## src/rtl/multicycle_pkg.sv

```systemverilog
// Shared encodings for the multi-cycle RV32I controller: FSM states, opcodes,
// ALUOp classes and datapath mux-select codes.
package multicycle_pkg;

    typedef enum logic [3:0] {
        S_FETCH,
        S_DECODE,
        S_EXEC_R,
        S_EXEC_I,
        S_EXEC_U,
        S_MEM_ADDR,
        S_MEM_RD,
        S_MEM_WR,
        S_WB_ALU,
        S_WB_MEM,
        S_BRANCH,
        S_JAL,
        S_JALR,
        S_TRAP
    } state_t;

    localparam logic [6:0] OP_R      = 7'b0110011;
    localparam logic [6:0] OP_I      = 7'b0010011;
    localparam logic [6:0] OP_LOAD   = 7'b0000011;
    localparam logic [6:0] OP_STORE  = 7'b0100011;
    localparam logic [6:0] OP_BRANCH = 7'b1100011;
    localparam logic [6:0] OP_JAL    = 7'b1101111;
    localparam logic [6:0] OP_JALR   = 7'b1100111;
    localparam logic [6:0] OP_LUI    = 7'b0110111;
    localparam logic [6:0] OP_AUIPC  = 7'b0010111;

    localparam logic [2:0] ALUOP_R      = 3'b000;
    localparam logic [2:0] ALUOP_I      = 3'b001;
    localparam logic [2:0] ALUOP_BRANCH = 3'b010;
    localparam logic [2:0] ALUOP_ADD    = 3'b011;
    localparam logic [2:0] ALUOP_UPPER  = 3'b100;
    localparam logic [2:0] ALUOP_JUMP   = 3'b101;

    localparam logic [1:0] M2R_ALUOUT = 2'b00;
    localparam logic [1:0] M2R_MDR    = 2'b01;
    localparam logic [1:0] M2R_PC4    = 2'b10;

    localparam logic [1:0] SRCA_PC   = 2'b00;
    localparam logic [1:0] SRCA_RS1  = 2'b01;
    localparam logic [1:0] SRCA_ZERO = 2'b10;

    localparam logic [1:0] SRCB_RS2  = 2'b00;
    localparam logic [1:0] SRCB_IMM  = 2'b01;
    localparam logic [1:0] SRCB_FOUR = 2'b10;

    localparam logic [1:0] PCSRC_ALU    = 2'b00;
    localparam logic [1:0] PCSRC_ALUOUT = 2'b01;
    localparam logic [1:0] PCSRC_JALR   = 2'b10;

    function automatic state_t decode_next(input logic [6:0] opcode);
        case (opcode)
            OP_R:               decode_next = S_EXEC_R;
            OP_I:               decode_next = S_EXEC_I;
            OP_LOAD, OP_STORE:  decode_next = S_MEM_ADDR;
            OP_BRANCH:          decode_next = S_BRANCH;
            OP_JAL:             decode_next = S_JAL;
            OP_JALR:            decode_next = S_JALR;
            OP_LUI, OP_AUIPC:   decode_next = S_EXEC_U;
            default:            decode_next = S_TRAP;
        endcase
    endfunction

endpackage

```

## src/rtl/multicycle_control_if.sv

```systemverilog
// Controller <-> datapath bundle: IR/comparator/memory status in, mux selects,
// write enables and status out. master = controller, slave = datapath.
interface multicycle_control_if #(
    parameter int ALUOP_W = 3,
    parameter int CNT_W   = 32
);
    logic [6:0]         Opcode;
    logic               BranchTaken;
    logic               MemReady;
    logic               PCWrite;
    logic               IRWrite;
    logic               IorD;
    logic               MemRead;
    logic               MemWrite;
    logic [1:0]         MemtoReg;
    logic [1:0]         ALUSrcA;
    logic [1:0]         ALUSrcB;
    logic [ALUOP_W-1:0] ALUOp;
    logic [1:0]         PCSource;
    logic               RegWrite;
    logic               Illegal;
    logic [CNT_W-1:0]   InstrRetired;

    modport master (
        input  Opcode, BranchTaken, MemReady,
        output PCWrite, IRWrite, IorD, MemRead, MemWrite, MemtoReg,
               ALUSrcA, ALUSrcB, ALUOp, PCSource, RegWrite, Illegal, InstrRetired
    );

    modport slave (
        output Opcode, BranchTaken, MemReady,
        input  PCWrite, IRWrite, IorD, MemRead, MemWrite, MemtoReg,
               ALUSrcA, ALUSrcB, ALUOp, PCSource, RegWrite, Illegal, InstrRetired
    );
endinterface

```

## src/rtl/multicycle_control_mem_wait_timer.sv

```systemverilog
// Memory-state completion: fixed MEM_LAT-cycle count, or MemReady pass-through when MEM_LAT=0.
// memdone is combinational from the counter (or MemReady); clear restarts the count.
module mem_wait_timer #(
    parameter int MEM_LAT = 1
) (
    input  logic CLK,
    input  logic RESET,
    input  logic clear,
    input  logic MemReady,
    output logic memdone
);
    localparam int CW = (MEM_LAT > 1) ? $clog2(MEM_LAT) : 1;
    localparam logic [CW-1:0] LAST = CW'((MEM_LAT >= 1) ? MEM_LAT - 1 : 0);

    logic [CW-1:0] r_cnt;

    // Saturates at LAST so a stall in a non-memory state never wraps.
    always_ff @(posedge CLK) begin
        if (RESET || clear) begin
            r_cnt <= '0;
        end else if (r_cnt != LAST) begin
            r_cnt <= r_cnt + CW'(1);
        end
    end

    assign memdone = (MEM_LAT == 0) ? MemReady : (r_cnt == LAST);
endmodule

```

## src/rtl/multicycle_control.sv

```systemverilog
// Multi-cycle RV32I main control: Moore FSM stepping FETCH/DECODE/EXEC/MEM/WB.
// Memory states stall on mem_wait_timer; illegal opcodes park in TRAP until reset.
module multicycle_control
    import multicycle_pkg::*;
#(
    parameter int MEM_LAT = 1,
    parameter int CNT_W   = 32,
    parameter int ALUOP_W = 3
) (
    input  logic                 CLK,
    input  logic                 RESET,
    multicycle_control_if.master bus
);
    state_t           r_state;
    state_t           w_next;
    logic [CNT_W-1:0] r_retired;
    logic             r_is_store;
    logic             r_is_lui;

    logic             w_memdone;
    logic             w_clear;
    logic             w_retire;

    logic             w_pc_write;
    logic             w_ir_write;
    logic             w_iord;
    logic             w_mem_read;
    logic             w_mem_write;
    logic [1:0]       w_mem_to_reg;
    logic [1:0]       w_src_a;
    logic [1:0]       w_src_b;
    logic [2:0]       w_aluop;
    logic [1:0]       w_pc_source;
    logic             w_reg_write;
    logic             w_illegal;

    assign w_clear  = (w_next != r_state);
    assign w_retire = (w_next == S_FETCH) && (r_state != S_FETCH);

    mem_wait_timer #(.MEM_LAT(MEM_LAT)) u_wait (
        .CLK      (CLK),
        .RESET    (RESET),
        .clear    (w_clear),
        .MemReady (bus.MemReady),
        .memdone  (w_memdone)
    );

    always_ff @(posedge CLK) begin
        if (RESET) begin
            r_state    <= S_FETCH;
            r_retired  <= '0;
            r_is_store <= 1'b0;
            r_is_lui   <= 1'b0;
        end else begin
            r_state <= w_next;
            if (w_retire) begin
                r_retired <= r_retired + CNT_W'(1);
            end
            // Opcode class is captured once; the IR may change afterwards.
            if (r_state == S_DECODE) begin
                r_is_store <= (bus.Opcode == OP_STORE);
                r_is_lui   <= (bus.Opcode == OP_LUI);
            end
        end
    end

    always_comb begin
        w_next       = r_state;
        w_pc_write   = 1'b0;
        w_ir_write   = 1'b0;
        w_iord       = 1'b0;
        w_mem_read   = 1'b0;
        w_mem_write  = 1'b0;
        w_mem_to_reg = M2R_ALUOUT;
        w_src_a      = SRCA_PC;
        w_src_b      = SRCB_RS2;
        w_aluop      = ALUOP_R;
        w_pc_source  = PCSRC_ALU;
        w_reg_write  = 1'b0;
        w_illegal    = 1'b0;

        case (r_state)
            S_FETCH: begin
                w_mem_read = 1'b1;
                w_src_b    = SRCB_FOUR;
                w_aluop    = ALUOP_ADD;
                w_ir_write = w_memdone;
                w_pc_write = w_memdone;
                if (w_memdone) w_next = S_DECODE;
            end
            S_DECODE: begin
                w_src_b = SRCB_IMM;
                w_aluop = ALUOP_ADD;
                w_next  = decode_next(bus.Opcode);
            end
            S_EXEC_R: begin
                w_src_a = SRCA_RS1;
                w_next  = S_WB_ALU;
            end
            S_EXEC_I: begin
                w_src_a = SRCA_RS1;
                w_src_b = SRCB_IMM;
                w_aluop = ALUOP_I;
                w_next  = S_WB_ALU;
            end
            S_EXEC_U: begin
                w_src_a = r_is_lui ? SRCA_ZERO : SRCA_PC;
                w_src_b = SRCB_IMM;
                w_aluop = ALUOP_UPPER;
                w_next  = S_WB_ALU;
            end
            S_WB_ALU: begin
                w_reg_write = 1'b1;
                w_next      = S_FETCH;
            end
            S_MEM_ADDR: begin
                w_src_a = SRCA_RS1;
                w_src_b = SRCB_IMM;
                w_aluop = ALUOP_ADD;
                w_next  = r_is_store ? S_MEM_WR : S_MEM_RD;
            end
            S_MEM_RD: begin
                w_iord     = 1'b1;
                w_mem_read = 1'b1;
                if (w_memdone) w_next = S_WB_MEM;
            end
            S_WB_MEM: begin
                w_reg_write  = 1'b1;
                w_mem_to_reg = M2R_MDR;
                w_next       = S_FETCH;
            end
            S_MEM_WR: begin
                w_iord      = 1'b1;
                w_mem_write = 1'b1;
                if (w_memdone) w_next = S_FETCH;
            end
            S_BRANCH: begin
                w_src_a     = SRCA_RS1;
                w_aluop     = ALUOP_BRANCH;
                w_pc_source = PCSRC_ALUOUT;
                w_pc_write  = bus.BranchTaken;
                w_next      = S_FETCH;
            end
            S_JAL: begin
                w_pc_write   = 1'b1;
                w_pc_source  = PCSRC_ALUOUT;
                w_reg_write  = 1'b1;
                w_mem_to_reg = M2R_PC4;
                w_next       = S_FETCH;
            end
            S_JALR: begin
                w_src_a      = SRCA_RS1;
                w_src_b      = SRCB_IMM;
                w_aluop      = ALUOP_JUMP;
                w_pc_source  = PCSRC_JALR;
                w_pc_write   = 1'b1;
                w_reg_write  = 1'b1;
                w_mem_to_reg = M2R_PC4;
                w_next       = S_FETCH;
            end
            S_TRAP: begin
                w_illegal = 1'b1;
            end
            default: begin
                w_next = S_TRAP;
            end
        endcase

        // Reset masks every output in the cycle it is asserted: no partial writes.
        if (RESET) begin
            w_pc_write   = 1'b0;
            w_ir_write   = 1'b0;
            w_iord       = 1'b0;
            w_mem_read   = 1'b0;
            w_mem_write  = 1'b0;
            w_mem_to_reg = 2'b00;
            w_src_a      = 2'b00;
            w_src_b      = 2'b00;
            w_aluop      = 3'b000;
            w_pc_source  = 2'b00;
            w_reg_write  = 1'b0;
            w_illegal    = 1'b0;
        end
    end

    assign bus.PCWrite      = w_pc_write;
    assign bus.IRWrite      = w_ir_write;
    assign bus.IorD         = w_iord;
    assign bus.MemRead      = w_mem_read;
    assign bus.MemWrite     = w_mem_write;
    assign bus.MemtoReg     = w_mem_to_reg;
    assign bus.ALUSrcA      = w_src_a;
    assign bus.ALUSrcB      = w_src_b;
    assign bus.ALUOp        = ALUOP_W'(w_aluop);
    assign bus.PCSource     = w_pc_source;
    assign bus.RegWrite     = w_reg_write;
    assign bus.Illegal      = w_illegal;
    assign bus.InstrRetired = RESET ? '0 : r_retired;
endmodule

```

## src/flat_wrapper.sv

```systemverilog
// flat-port wrapper written by rule: the top's interface ports become plain ports
module multicycle_control_flat import multicycle_pkg::*;
#(
    parameter int MEM_LAT = 1,
    parameter int CNT_W   = 32,
    parameter int ALUOP_W = 3
)
  (CLK, RESET, bus_Opcode, bus_BranchTaken, bus_MemReady, bus_PCWrite, bus_IRWrite, bus_IorD, bus_MemRead, bus_MemWrite, bus_MemtoReg, bus_ALUSrcA, bus_ALUSrcB, bus_ALUOp, bus_PCSource, bus_RegWrite, bus_Illegal, bus_InstrRetired);
  multicycle_control_if #(.ALUOP_W(ALUOP_W), .CNT_W(CNT_W)) bus_i ();
  input  logic CLK;
  input  logic RESET;
  input wire logic [$bits(bus_i.Opcode)-1:0] bus_Opcode;
  input wire logic [$bits(bus_i.BranchTaken)-1:0] bus_BranchTaken;
  input wire logic [$bits(bus_i.MemReady)-1:0] bus_MemReady;
  output wire logic [$bits(bus_i.PCWrite)-1:0] bus_PCWrite;
  output wire logic [$bits(bus_i.IRWrite)-1:0] bus_IRWrite;
  output wire logic [$bits(bus_i.IorD)-1:0] bus_IorD;
  output wire logic [$bits(bus_i.MemRead)-1:0] bus_MemRead;
  output wire logic [$bits(bus_i.MemWrite)-1:0] bus_MemWrite;
  output wire logic [$bits(bus_i.MemtoReg)-1:0] bus_MemtoReg;
  output wire logic [$bits(bus_i.ALUSrcA)-1:0] bus_ALUSrcA;
  output wire logic [$bits(bus_i.ALUSrcB)-1:0] bus_ALUSrcB;
  output wire logic [$bits(bus_i.ALUOp)-1:0] bus_ALUOp;
  output wire logic [$bits(bus_i.PCSource)-1:0] bus_PCSource;
  output wire logic [$bits(bus_i.RegWrite)-1:0] bus_RegWrite;
  output wire logic [$bits(bus_i.Illegal)-1:0] bus_Illegal;
  output wire logic [$bits(bus_i.InstrRetired)-1:0] bus_InstrRetired;
  assign bus_i.Opcode = bus_Opcode;
  assign bus_i.BranchTaken = bus_BranchTaken;
  assign bus_i.MemReady = bus_MemReady;
  assign bus_PCWrite = bus_i.PCWrite;
  assign bus_IRWrite = bus_i.IRWrite;
  assign bus_IorD = bus_i.IorD;
  assign bus_MemRead = bus_i.MemRead;
  assign bus_MemWrite = bus_i.MemWrite;
  assign bus_MemtoReg = bus_i.MemtoReg;
  assign bus_ALUSrcA = bus_i.ALUSrcA;
  assign bus_ALUSrcB = bus_i.ALUSrcB;
  assign bus_ALUOp = bus_i.ALUOp;
  assign bus_PCSource = bus_i.PCSource;
  assign bus_RegWrite = bus_i.RegWrite;
  assign bus_Illegal = bus_i.Illegal;
  assign bus_InstrRetired = bus_i.InstrRetired;
  multicycle_control #(.MEM_LAT(MEM_LAT), .CNT_W(CNT_W), .ALUOP_W(ALUOP_W)) u_core (.CLK(CLK), .RESET(RESET), .bus(bus_i));
endmodule
```

## config.mk

```make
export PLATFORM = sky130hd
export DESIGN_NAME = multicycle_control_flat
export DESIGN_NICKNAME = d
export VERILOG_FILES = /design/src/rtl/multicycle_pkg.sv /design/src/rtl/multicycle_control_if.sv /design/src/rtl/multicycle_control_mem_wait_timer.sv /design/src/rtl/multicycle_control.sv /design/src/flat_wrapper.sv
export SDC_FILE = /design/constraint.sdc
export NUM_CORES = 1
export LEC_CHECK = 0
export CORE_MARGIN = 5
export CORE_UTILIZATION = 45
export CTS_BUF_LIST = sky130_fd_sc_hd__clkbuf_2 sky130_fd_sc_hd__clkbuf_4 sky130_fd_sc_hd__clkbuf_8
export DETAILED_ROUTE_END_ITERATION = 12
export PLACE_DENSITY_LB_ADDON = 0.05
export SYNTH_ARGS = -nofsm -noshare
export SYNTH_HDL_FRONTEND = slang
export SYNTH_SLANG_ARGS = --single-unit
export TNS_END_PERCENT = 1
```

## constraint.sdc

```tcl
create_clock -name CLK -period 3.8 [get_ports CLK]
set_input_delay 0.38 -clock CLK [delete_from_list [all_inputs] [get_ports CLK]]
set_output_delay 0.38 -clock CLK [all_outputs]
set_load 0.005 [all_outputs]
```

-- After elaboration in Yosys (flattened, before gate mapping)
Cells that the tools add are included.
Widths: inputs -> output; s select.
- $add $sub $neg: 2
- eq/ne operators: 23
- multiplexer cells: 32
- bitwise operators: 1
- reduce and logical (&&, ||, !) cells: 18
- operator list (operator ; number):
    $add 32x1->32 const B ; 1
    $mux 32 ; 1
    $pmux 4 s8 ; 1
    $pmux 4 s7 ; 1
    $eq 4x4->1 const B ; 6
    $eq 7x6->1 const B ; 3
    $eq 7x7->1 const B ; 3
    $eq 4x3->1 const B ; 4
    $pmux 2 s2 ; 4
    $pmux 3 s5 ; 1
    $reduce_or 5->1 ; 3
    $eq 7x5->1 const B ; 2
    $mux 1 ; 14
    $reduce_or 2->1 ; 7
    $mux 4 ; 3
    $mux 2 ; 5
    $eq 4x2->1 const B ; 2
    $logic_not 4->1 ; 2
    $eq 7x2->1 const B ; 1
    $reduce_or 3->1 ; 2
    $eq 4x1->1 const B ; 1
    $ne 4x4->1 ; 1
    $reduce_bool 4->1 ; 1
    $reduce_or 4->1 ; 1
    6 further kinds ; 6
- register bits: 39
- input port bits: 11
- output and inout bits: 50
- logic and storage cells: 81

-- Depth between registers and ports, before layout
Gate-level depths: netlist of the first run.
- depth in word-level cells: 7
- gate-level depth with buffers: 6
- gate-level depth less buffers: 5

-- By module
A second synthesis of the first run with hierarchy kept.
- cells, all modules: 327
- area total of the unflattened synthesis: 2471.1 um2
- by module, submodules not included (module ; instances ; cells an instance ; area an instance (um2) ; seq. area each (um2)):
    multicycle_control ; 1 ; 324 ; 2443.6 ; 760.7
    mem_wait_timer ; 1 ; 3 ; 27.5 ; 20.0

-- Worst setup path before layout of the first run
Ideal clock, no wire load.
- kind: input to output
- start point: input port RESET
- end point: output port bus_ALUOp[0]
- arrival: 1.595 ns
- data required time: 3.420 ns
- path slack: 1.825 ns
- stages: 5
- path buffers: 4
- path through: clkbuf_1 > buf_1 > clkbuf_1 > clkbuf_1 > nor2_1
- cells in the longest elaborated chain, start to end: 1
- RTL lines (item ; RTL line ; text):
    from (decl) ; flat_wrapper.sv:11 ; input logic RESET;
    $mux 3 ; multicycle_control.sv:170 ; if (RESET) begin
    to (decl) ; flat_wrapper.sv:23 ; output wire logic [$bits(bus_i.ALUOp)-1:0] bus_ALUOp;
No other way between the ends.

-- Worst setup path in the final report of the first run
- start point: register u_core.r_state[1]
- end point: output port bus_PCWrite
- cells in the longest elaborated chain, start to end: 4
- elaborated cells on any way between the ends: 7
- classes of those cells: eq/ne (3); mux (2); reduce/logical (2)
- RTL lines (item ; RTL line ; text):
    from (decl) ; multicycle_control.sv:14 ; state_t r_state;
    from (signal assigned) ; multicycle_control.sv:55 ; r_state <= w_next;
    $eq 4x4->1 ; multicycle_control.sv:82 ; case (r_state)
    $reduce_or 2->1 (no line) ; n/a ;
    $pmux 1 s3 (*) ; multicycle_control.sv:82 ;
    $mux 1 (*) ; multicycle_control.sv:170 ;
    to (decl) ; flat_wrapper.sv:15 ; output wire logic [$bits(bus_i.PCWrite)-1:0] bus_PCWrite;
Mark *: on every way between the ends. The rest lies on a longest branch, timed or not.

==> flow_summary.toml, run 1 <==
[timing]
tns_ns = 0
setup_viol = 0
clock.fmax_mhz = 353
timing_worst_slew_pin_value_ns = 0.761
unrepaired_setup_endpoints_after_global_routing = "no"
layout_min_cycle_time_ns = 2.83
hold_viol = 0
report.final.slew_viol_count = 0
hold_slack_ns = 0.463
slew_headroom = 0.492
worst_clock_skew_ns = 0.00683
period_share = 0.746

[power]
power-per-cell-area_nw_per_um2 = 275
max-vdd-ir-drop_mv = 0.193
p_leak_nw = 1.15

[cells_and_area]
fillers = 495
multi_input_area_um2 = 1640
n_antenna_cell = 0
seq_area_um2 = 781
flow.area_growth_from_synthesis_pct = 27.3
final_layout_size_suffix_gt1_frac = 0.113
finish.net_count = 385
final_cell_area_um2 = 3240

[worst_setup_path]
critical_path.reg2reg.startpoint = "u_core.r_state[2]"
crit_end = "bus_PCWrite"
worstPathMaxFanout = 19
timing.rr.end = "u_core.r_retired[25]"
worst-r2r-setup-slack_ns = 1.26
worst-setup-path-type = "flop to output pin"
kind_of_cell_adding_the_most_delay_to_the_critical_path = "buffers and inverters"
critPathMaxStageDelay_ns = 0.70
critical_path_depth = 5
cp-end-kind = "output pin"
ff2ff_path_depth = 4
critical_path.slowest_cell = "sky130_fd_sc_hd__dfxtp_1"
cp.arrival_ns = 2.45
worst-endpoint-required_ns = 3.42
cp.buffers_inverters = 2
critical_path.startpoint = "u_core.r_state[1]"
cp_cell_sequence = "inv_1 > nor4_1 > o21a_1 > a211o_1 > clkdlybuf4s50_1"
worstSetupStartpointType = "flop"

[route]
post_drt_via_cell_ratio = 5.52
routed_wire_length_per_instance_um = 13.8
drt_pre_antenna_iters = 4
ant_nets = 0
drc = 0
drt-total-wl_mm = 6.13
vias = 2457
initialDrtViolationCount = 123

[floorplanning]
start_util = 0.463
num_rows = 27
die_area_um2 = 7270
fp.dieW_um = 85.2
floorplan.core_area_um2 = 5510
chip_height_um = 85.2
pin_count = 61

[synth]
synth-edff-count = 0
ys_warns = 0
ys_async_sr_fraction = 0
post_synthesis_net_count = 337
ys_ff_latch = 39
synthFlopType = "sky130_fd_sc_hd__dfxtp_1"
synth_seq_area_share = 0.306
mappedNetlistArea_um2 = 2550
post_synth_num_cell_types = 50
synth_cells = 325
post_synthesis_average_cell_area_um2 = 7.84

[outcome]
status = "complete, no violations"

[global_routing]
grt_pass1_vias = 2258
wire_length_of_the_first_global_routing_pass_mm = 10.3
grt_usage = 0.170
grt_remaining_overflow = 0
maximum_number_of_pins_on_one_net_before_global_route_repair = 28
initial_antenna_violation_count = 0

[clock_network]
clockRootBuffer = "sky130_fd_sc_hd__clkbuf_8"
cts_buffer_depth = 2
tritoncts.num_buffers = 5
path_clk_slew_ns = 0.07
cts_htree_levels = 2
tritoncts = "done"
clock_insertion_delay_worst_skew_ns = 0.29
tritoncts_num_sinks = 39
post_cts_hold_buffer_count = 0
cts-resized-gates = 0
post_cts_repair_setup_buffers = 0

[placement]
i_o_buffers = 59
gp_congestion = 0.753
detailed_place_hpwl_mm = 4.44
placement.cell_area_um2 = 3160

[min_path]
worstHoldPathType = "flop to flop"

[run]
count_of_maximum_capacitance_violations = 0
==> flip-flops by register name (all words and copies together) (netlist names) <==
register,count
u_core.r_state,4
u_core.r_is_store,1
u_core.r_is_lui,1
u_core.u_wait.r_cnt,1
u_core.r_retired,32
==> through the flow <==
stage                util  std cells  worst slack, ns  total power, mW
floorplan               -        325             1.83            0.554
global placement    0.573        438             1.29            0.619
detailed placement  0.573        438             1.27            0.619
CTS                 0.589        445            0.987            0.905
global route        0.589        445            0.796            0.944
finish              0.589        445            0.967            0.891
==> layout by cell type, fill, tap and decap left out, types with 4 or more instances in the layout <==
master / count
sky130_fd_sc_hd__a2111oi_2: 5
sky130_fd_sc_hd__a21oi_1: 16
sky130_fd_sc_hd__and3_1: 6
sky130_fd_sc_hd__and4_1: 5
sky130_fd_sc_hd__buf_4: 4
sky130_fd_sc_hd__clkbuf_8: 6
sky130_fd_sc_hd__clkdlybuf4s50_1: 58
sky130_fd_sc_hd__dfxtp_1: 39
sky130_fd_sc_hd__inv_1: 9
sky130_fd_sc_hd__mux2_1: 4
sky130_fd_sc_hd__mux2_2: 18
sky130_fd_sc_hd__nand2_1: 26
sky130_fd_sc_hd__nand2b_1: 5
sky130_fd_sc_hd__nand3_1: 10
sky130_fd_sc_hd__nor2_1: 45
sky130_fd_sc_hd__nor2b_1: 30
sky130_fd_sc_hd__nor3_1: 10
sky130_fd_sc_hd__nor4_1: 10
sky130_fd_sc_hd__nor4b_1: 6
sky130_fd_sc_hd__o21a_1: 4
sky130_fd_sc_hd__o21ai_0: 11
sky130_fd_sc_hd__or3_1: 5
==> kinds of logic after synthesis <==
logic type / Yosys count / synth area share
other: 1 / 0.00147
adder cells (fa/ha/maj): 1 / 0.00491
flip-flops: 39 / 0.306
multiplexers: 23 / 0.101
AO/OA/AOI/OAI: 54 / 0.151
buffers and inverters: 31 / 0.0516
AND/OR/NAND/NOR: 175 / 0.380
XOR/XNOR: 1 / 0.00344
==> where the power goes <==
part | internal [mW] | switching (mW)
Combinational | 0.0801 | 0.0842
Sequential | 0.417 | 0.0281
Clock | 0.142 | 0.139
Total | 0.640 | 0.251
==> worst min path at each step <==
stage,from,to,cells after the start
floorplan,u_core.r_is_store,u_core.r_is_store,2
global placement,u_core.r_is_store,u_core.r_is_store,2
detailed placement,u_core.r_is_store,u_core.r_is_store,2
CTS,u_core.r_is_store,u_core.r_is_store,2
global route,u_core.r_is_store,u_core.r_is_store,2
finish,u_core.r_is_store,u_core.r_is_store,2
==> per-layer routing <==
layer / GRT usage / vias to the layer above / wire, µm
li1: - / 1249 / -
met1: 0.224 / 1150 / 2910
met2: 0.273 / 51 / 2900
met3: 0.0379 / 7 / 243
met4: 0.0561 / 0 / 70
met5: 0 / - / 0
==> synth_stat cells (all sizes together) (4+ instances only) <==
| cell | number | share of area |
|---|---|---|
| nor2 | 45 | 0.066 |
| dfxtp | 39 | 0.31 |
| nor2b | 30 | 0.074 |
| nand2 | 26 | 0.038 |
| mux2 | 22 | 0.097 |
| a21oi | 16 | 0.031 |
| clkbuf | 14 | 0.021 |
| o21ai | 11 | 0.022 |
| nand3 | 10 | 0.020 |
| nor3 | 10 | 0.020 |
| nor4 | 10 | 0.025 |
| inv | 9 | 0.013 |
| buf | 8 | 0.018 |
| and3 | 6 | 0.015 |
| nand2b | 6 | 0.018 |
| nor4b | 6 | 0.021 |
| or3 | 6 | 0.017 |
| a2111oi | 5 | 0.029 |
| and4 | 5 | 0.017 |
| nand4 | 5 | 0.021 |
| o21a | 4 | 0.012 |
==> area by class of cell <==
cell class / count / share of cell area
Multi-Input combinational cell: 255 / 0.504
Clock buffer: 6 / 0.0255
Timing Repair Buffer: 63 / 0.190
Clock inverter: 1 / 0.00154
Tap cell: 72 / 0.0278
Sequential cell: 39 / 0.241
Inverter: 9 / 0.0104
==> worst reg2reg max path, delay by kind of cell, from the launching register on <==
| kind | cells | cell delay [ns] |
|---|---|---|
| AOI/OAI and AO/OA | 1 | 0.39 |
| and+or+nand+nor | 2 | 0.87 |
| DFF | 1 | 0.82 |
| muxes | 1 | 0.36 |
Power figures use the tool's default switching activity.
==> run 2, diff against run 1 <==
==> constraint.sdc (replaced) <==
create_clock -name CLK -period 2.9 [get_ports CLK]
set_input_delay 0.29 -clock CLK [delete_from_list [all_inputs] [get_ports CLK]]
set_output_delay 0.29 -clock CLK [all_outputs]
set_load 0.005 [all_outputs]
==> run 2 against run 1 <==
Compared with the run above: clock skew grew 0.0045 ns; first-iteration DRC count grew 12%; via count rose by 1.5%; die area is the same.
==> flow_summary.toml, run 2 (synthesis results as in run 1) <==
[worst_setup_path]
worst-endpoint-required_ns = 2.61
cp.arrival_ns = 2.31
cp-end-kind = "output pin"
critical_path.reg2reg.startpoint = "u_core.r_state[0]"
critical_path.startpoint = "u_core.r_state[1]"
worst-r2r-setup-slack_ns = 0.61
ff2ff_path_depth = 4
worstSetupStartpointType = "flop"
worstPathMaxFanout = 13
worst-setup-path-type = "flop to output pin"
timing.rr.end = "u_core.r_retired[26]"

[timing]
setup_viol = 0
hold_viol = 0
report.final.slew_viol_count = 0
tns_ns = 0
period_share = 0.895
clock.fmax_mhz = 385
slew_headroom = 0.535
layout_min_cycle_time_ns = 2.60
unrepaired_setup_endpoints_after_global_routing = "no"
setup_ws_ns = 0.304
timing_worst_slew_pin_value_ns = 0.697
worst_clock_skew_ns = 0.0113

[global_routing]
maximum_number_of_pins_on_one_net_before_global_route_repair = 35
grt_pass1_vias = 2316
grt_remaining_overflow = 0
initial_antenna_violation_count = 0
grt_usage = 0.171
wire_length_of_the_first_global_routing_pass_mm = 10.4

[clock_network]
cts_buffer_depth = 2
tritoncts = "done"
post_cts_hold_buffer_count = 0
tritoncts.num_buffers = 5
path_clk_slew_ns = 0.07
clock_insertion_delay_worst_skew_ns = 0.29
clockRootBuffer = "sky130_fd_sc_hd__clkbuf_8"
cts_htree_levels = 2
cts-resized-gates = 0
post_cts_repair_setup_buffers = 0
tritoncts_num_sinks = 39

[floorplanning]
fp.dieW_um = 85.2
chip_height_um = 85.2
pin_count = 61
num_rows = 27
die_area_um2 = 7270
start_util = 0.463
floorplan.core_area_um2 = 5510

[cells_and_area]
final_layout_size_suffix_gt1_frac = 0.120
highest_count_cells_in_the_layout_ignoring_fill_and_taps = "sky130_fd_sc_hd__clkdlybuf4s50_1 (58), sky130_fd_sc_hd__nor2_1 (45), sky130_fd_sc_hd__dfxtp_1 (39)"
flow.area_growth_from_synthesis_pct = 27.9
n_antenna_cell = 0
largest_registers = "u_core.r_retired x32, u_core.r_state x4"
fillers = 531
largest_register_ffs = 32
largest-register = "u_core.r_retired"
layout_commonest_cell = "sky130_fd_sc_hd__clkdlybuf4s50_1"
finish.net_count = 387

[min_path]
worst_hold_path.endpoint = "u_core.r_state[0]"
worst_hold_path.num_cells = 2
worst_hold_start = "RESET"
worstHoldPathType = "input port to flop"

[run]
count_of_maximum_capacitance_violations = 0

[route]
drc = 0
ant_nets = 0
post_drt_via_cell_ratio = 5.57
drt_pre_antenna_iters = 6
vias = 2494
drt-total-wl_mm = 6.18
routed_wire_length_per_instance_um = 13.8
initialDrtViolationCount = 138

[placement]
detailed_place_hpwl_mm = 4.56
gp_congestion = 0.808
i_o_buffers = 59
dp_slack_ns = 0.605

[outcome]
status = "complete, no violations"

[power]
p_leak_nw = 1.15
max-vdd-ir-drop_mv = 0.206
power-per-cell-area_nw_per_um2 = 358
==> run 2: cell types whose count changed in the layout (fill, tap and decap cells not counted), sizes merged <==
cell,before,now
buf,5,7
clkinvlp,0,1
==> run 2: layer usage <==
| metal | vias to the layer above | GRT usage | share of wire |
|---|---|---|---|
| met1 | 1167 | 0.222 | 0.46 |
| met4 | 0 | 0.0561 | 0.012 |
| met5 | - | 0 | 0 |
| met2 | 55 | 0.286 | 0.48 |
| met3 | 6 | 0.0320 | 0.044 |
| li1 | 1266 | - | - |
==> run 2: cell type report <==
type / count / area, µm² / share of cell area
well taps: 72 / 90.1 / 0.0276
inverters: 9 / 33.8 / 0.0104
flip-flops and latches: 39 / 781 / 0.240
clock buffers: 6 / 76.3 / 0.0234
repair buffers: 65 / 631 / 0.193
clock inverters: 2 / 12.5 / 0.00384
multi-input cells: 255 / 1640 / 0.502
==> run 2: how the worst max path moves through the flow <==
stage / to / cells past startpoint
6_report: bus_PCWrite / 5
5_1_grt: bus_PCWrite / 5
4_1_cts: bus_PCWrite / 5
3_5_place_dp: u_core.r_retired[25] / 4
3_3_place_gp: u_core.r_retired[28] / 4
2_1_floorplan: u_core.r_retired[21] / 5
==> run 2: worst max-delay path, stage by stage, from the launching register on <==
cell and delay (ns):
sky130_fd_sc_hd__dfxtp_1 0.56, sky130_fd_sc_hd__inv_1 0.19, sky130_fd_sc_hd__nor4_1 0.51, sky130_fd_sc_hd__o21a_1 0.19, sky130_fd_sc_hd__a211o_1 0.09, sky130_fd_sc_hd__clkdlybuf4s50_1 0.49
==> run 2: where the power goes <==
part / switching (mW) / internal, mW / leakage [nW]
clock network: 0.189 / 0.177 / 0.0446
registers: 0.0341 / 0.547 / 0.315
logic: 0.111 / 0.107 / 0.794
==> run 2: per-stage QoR <==
step | util | instances | total power [mW] | area, µm² | hold WS, ns
5_1_grt | 0.592 | 448 | 1.24 | 3260 | 0.333
3_3_place_gp | 0.576 | 440 | 0.812 | 3170 | 0.451
3_5_place_dp | 0.576 | 440 | 0.814 | 3170 | 0.454
6_report | 0.592 | 448 | 1.17 | 3260 | 0.312
2_1_floorplan | - | 325 | 0.726 | 2550 | 0.432
4_1_cts | 0.592 | 448 | 1.18 | 3260 | 0.310
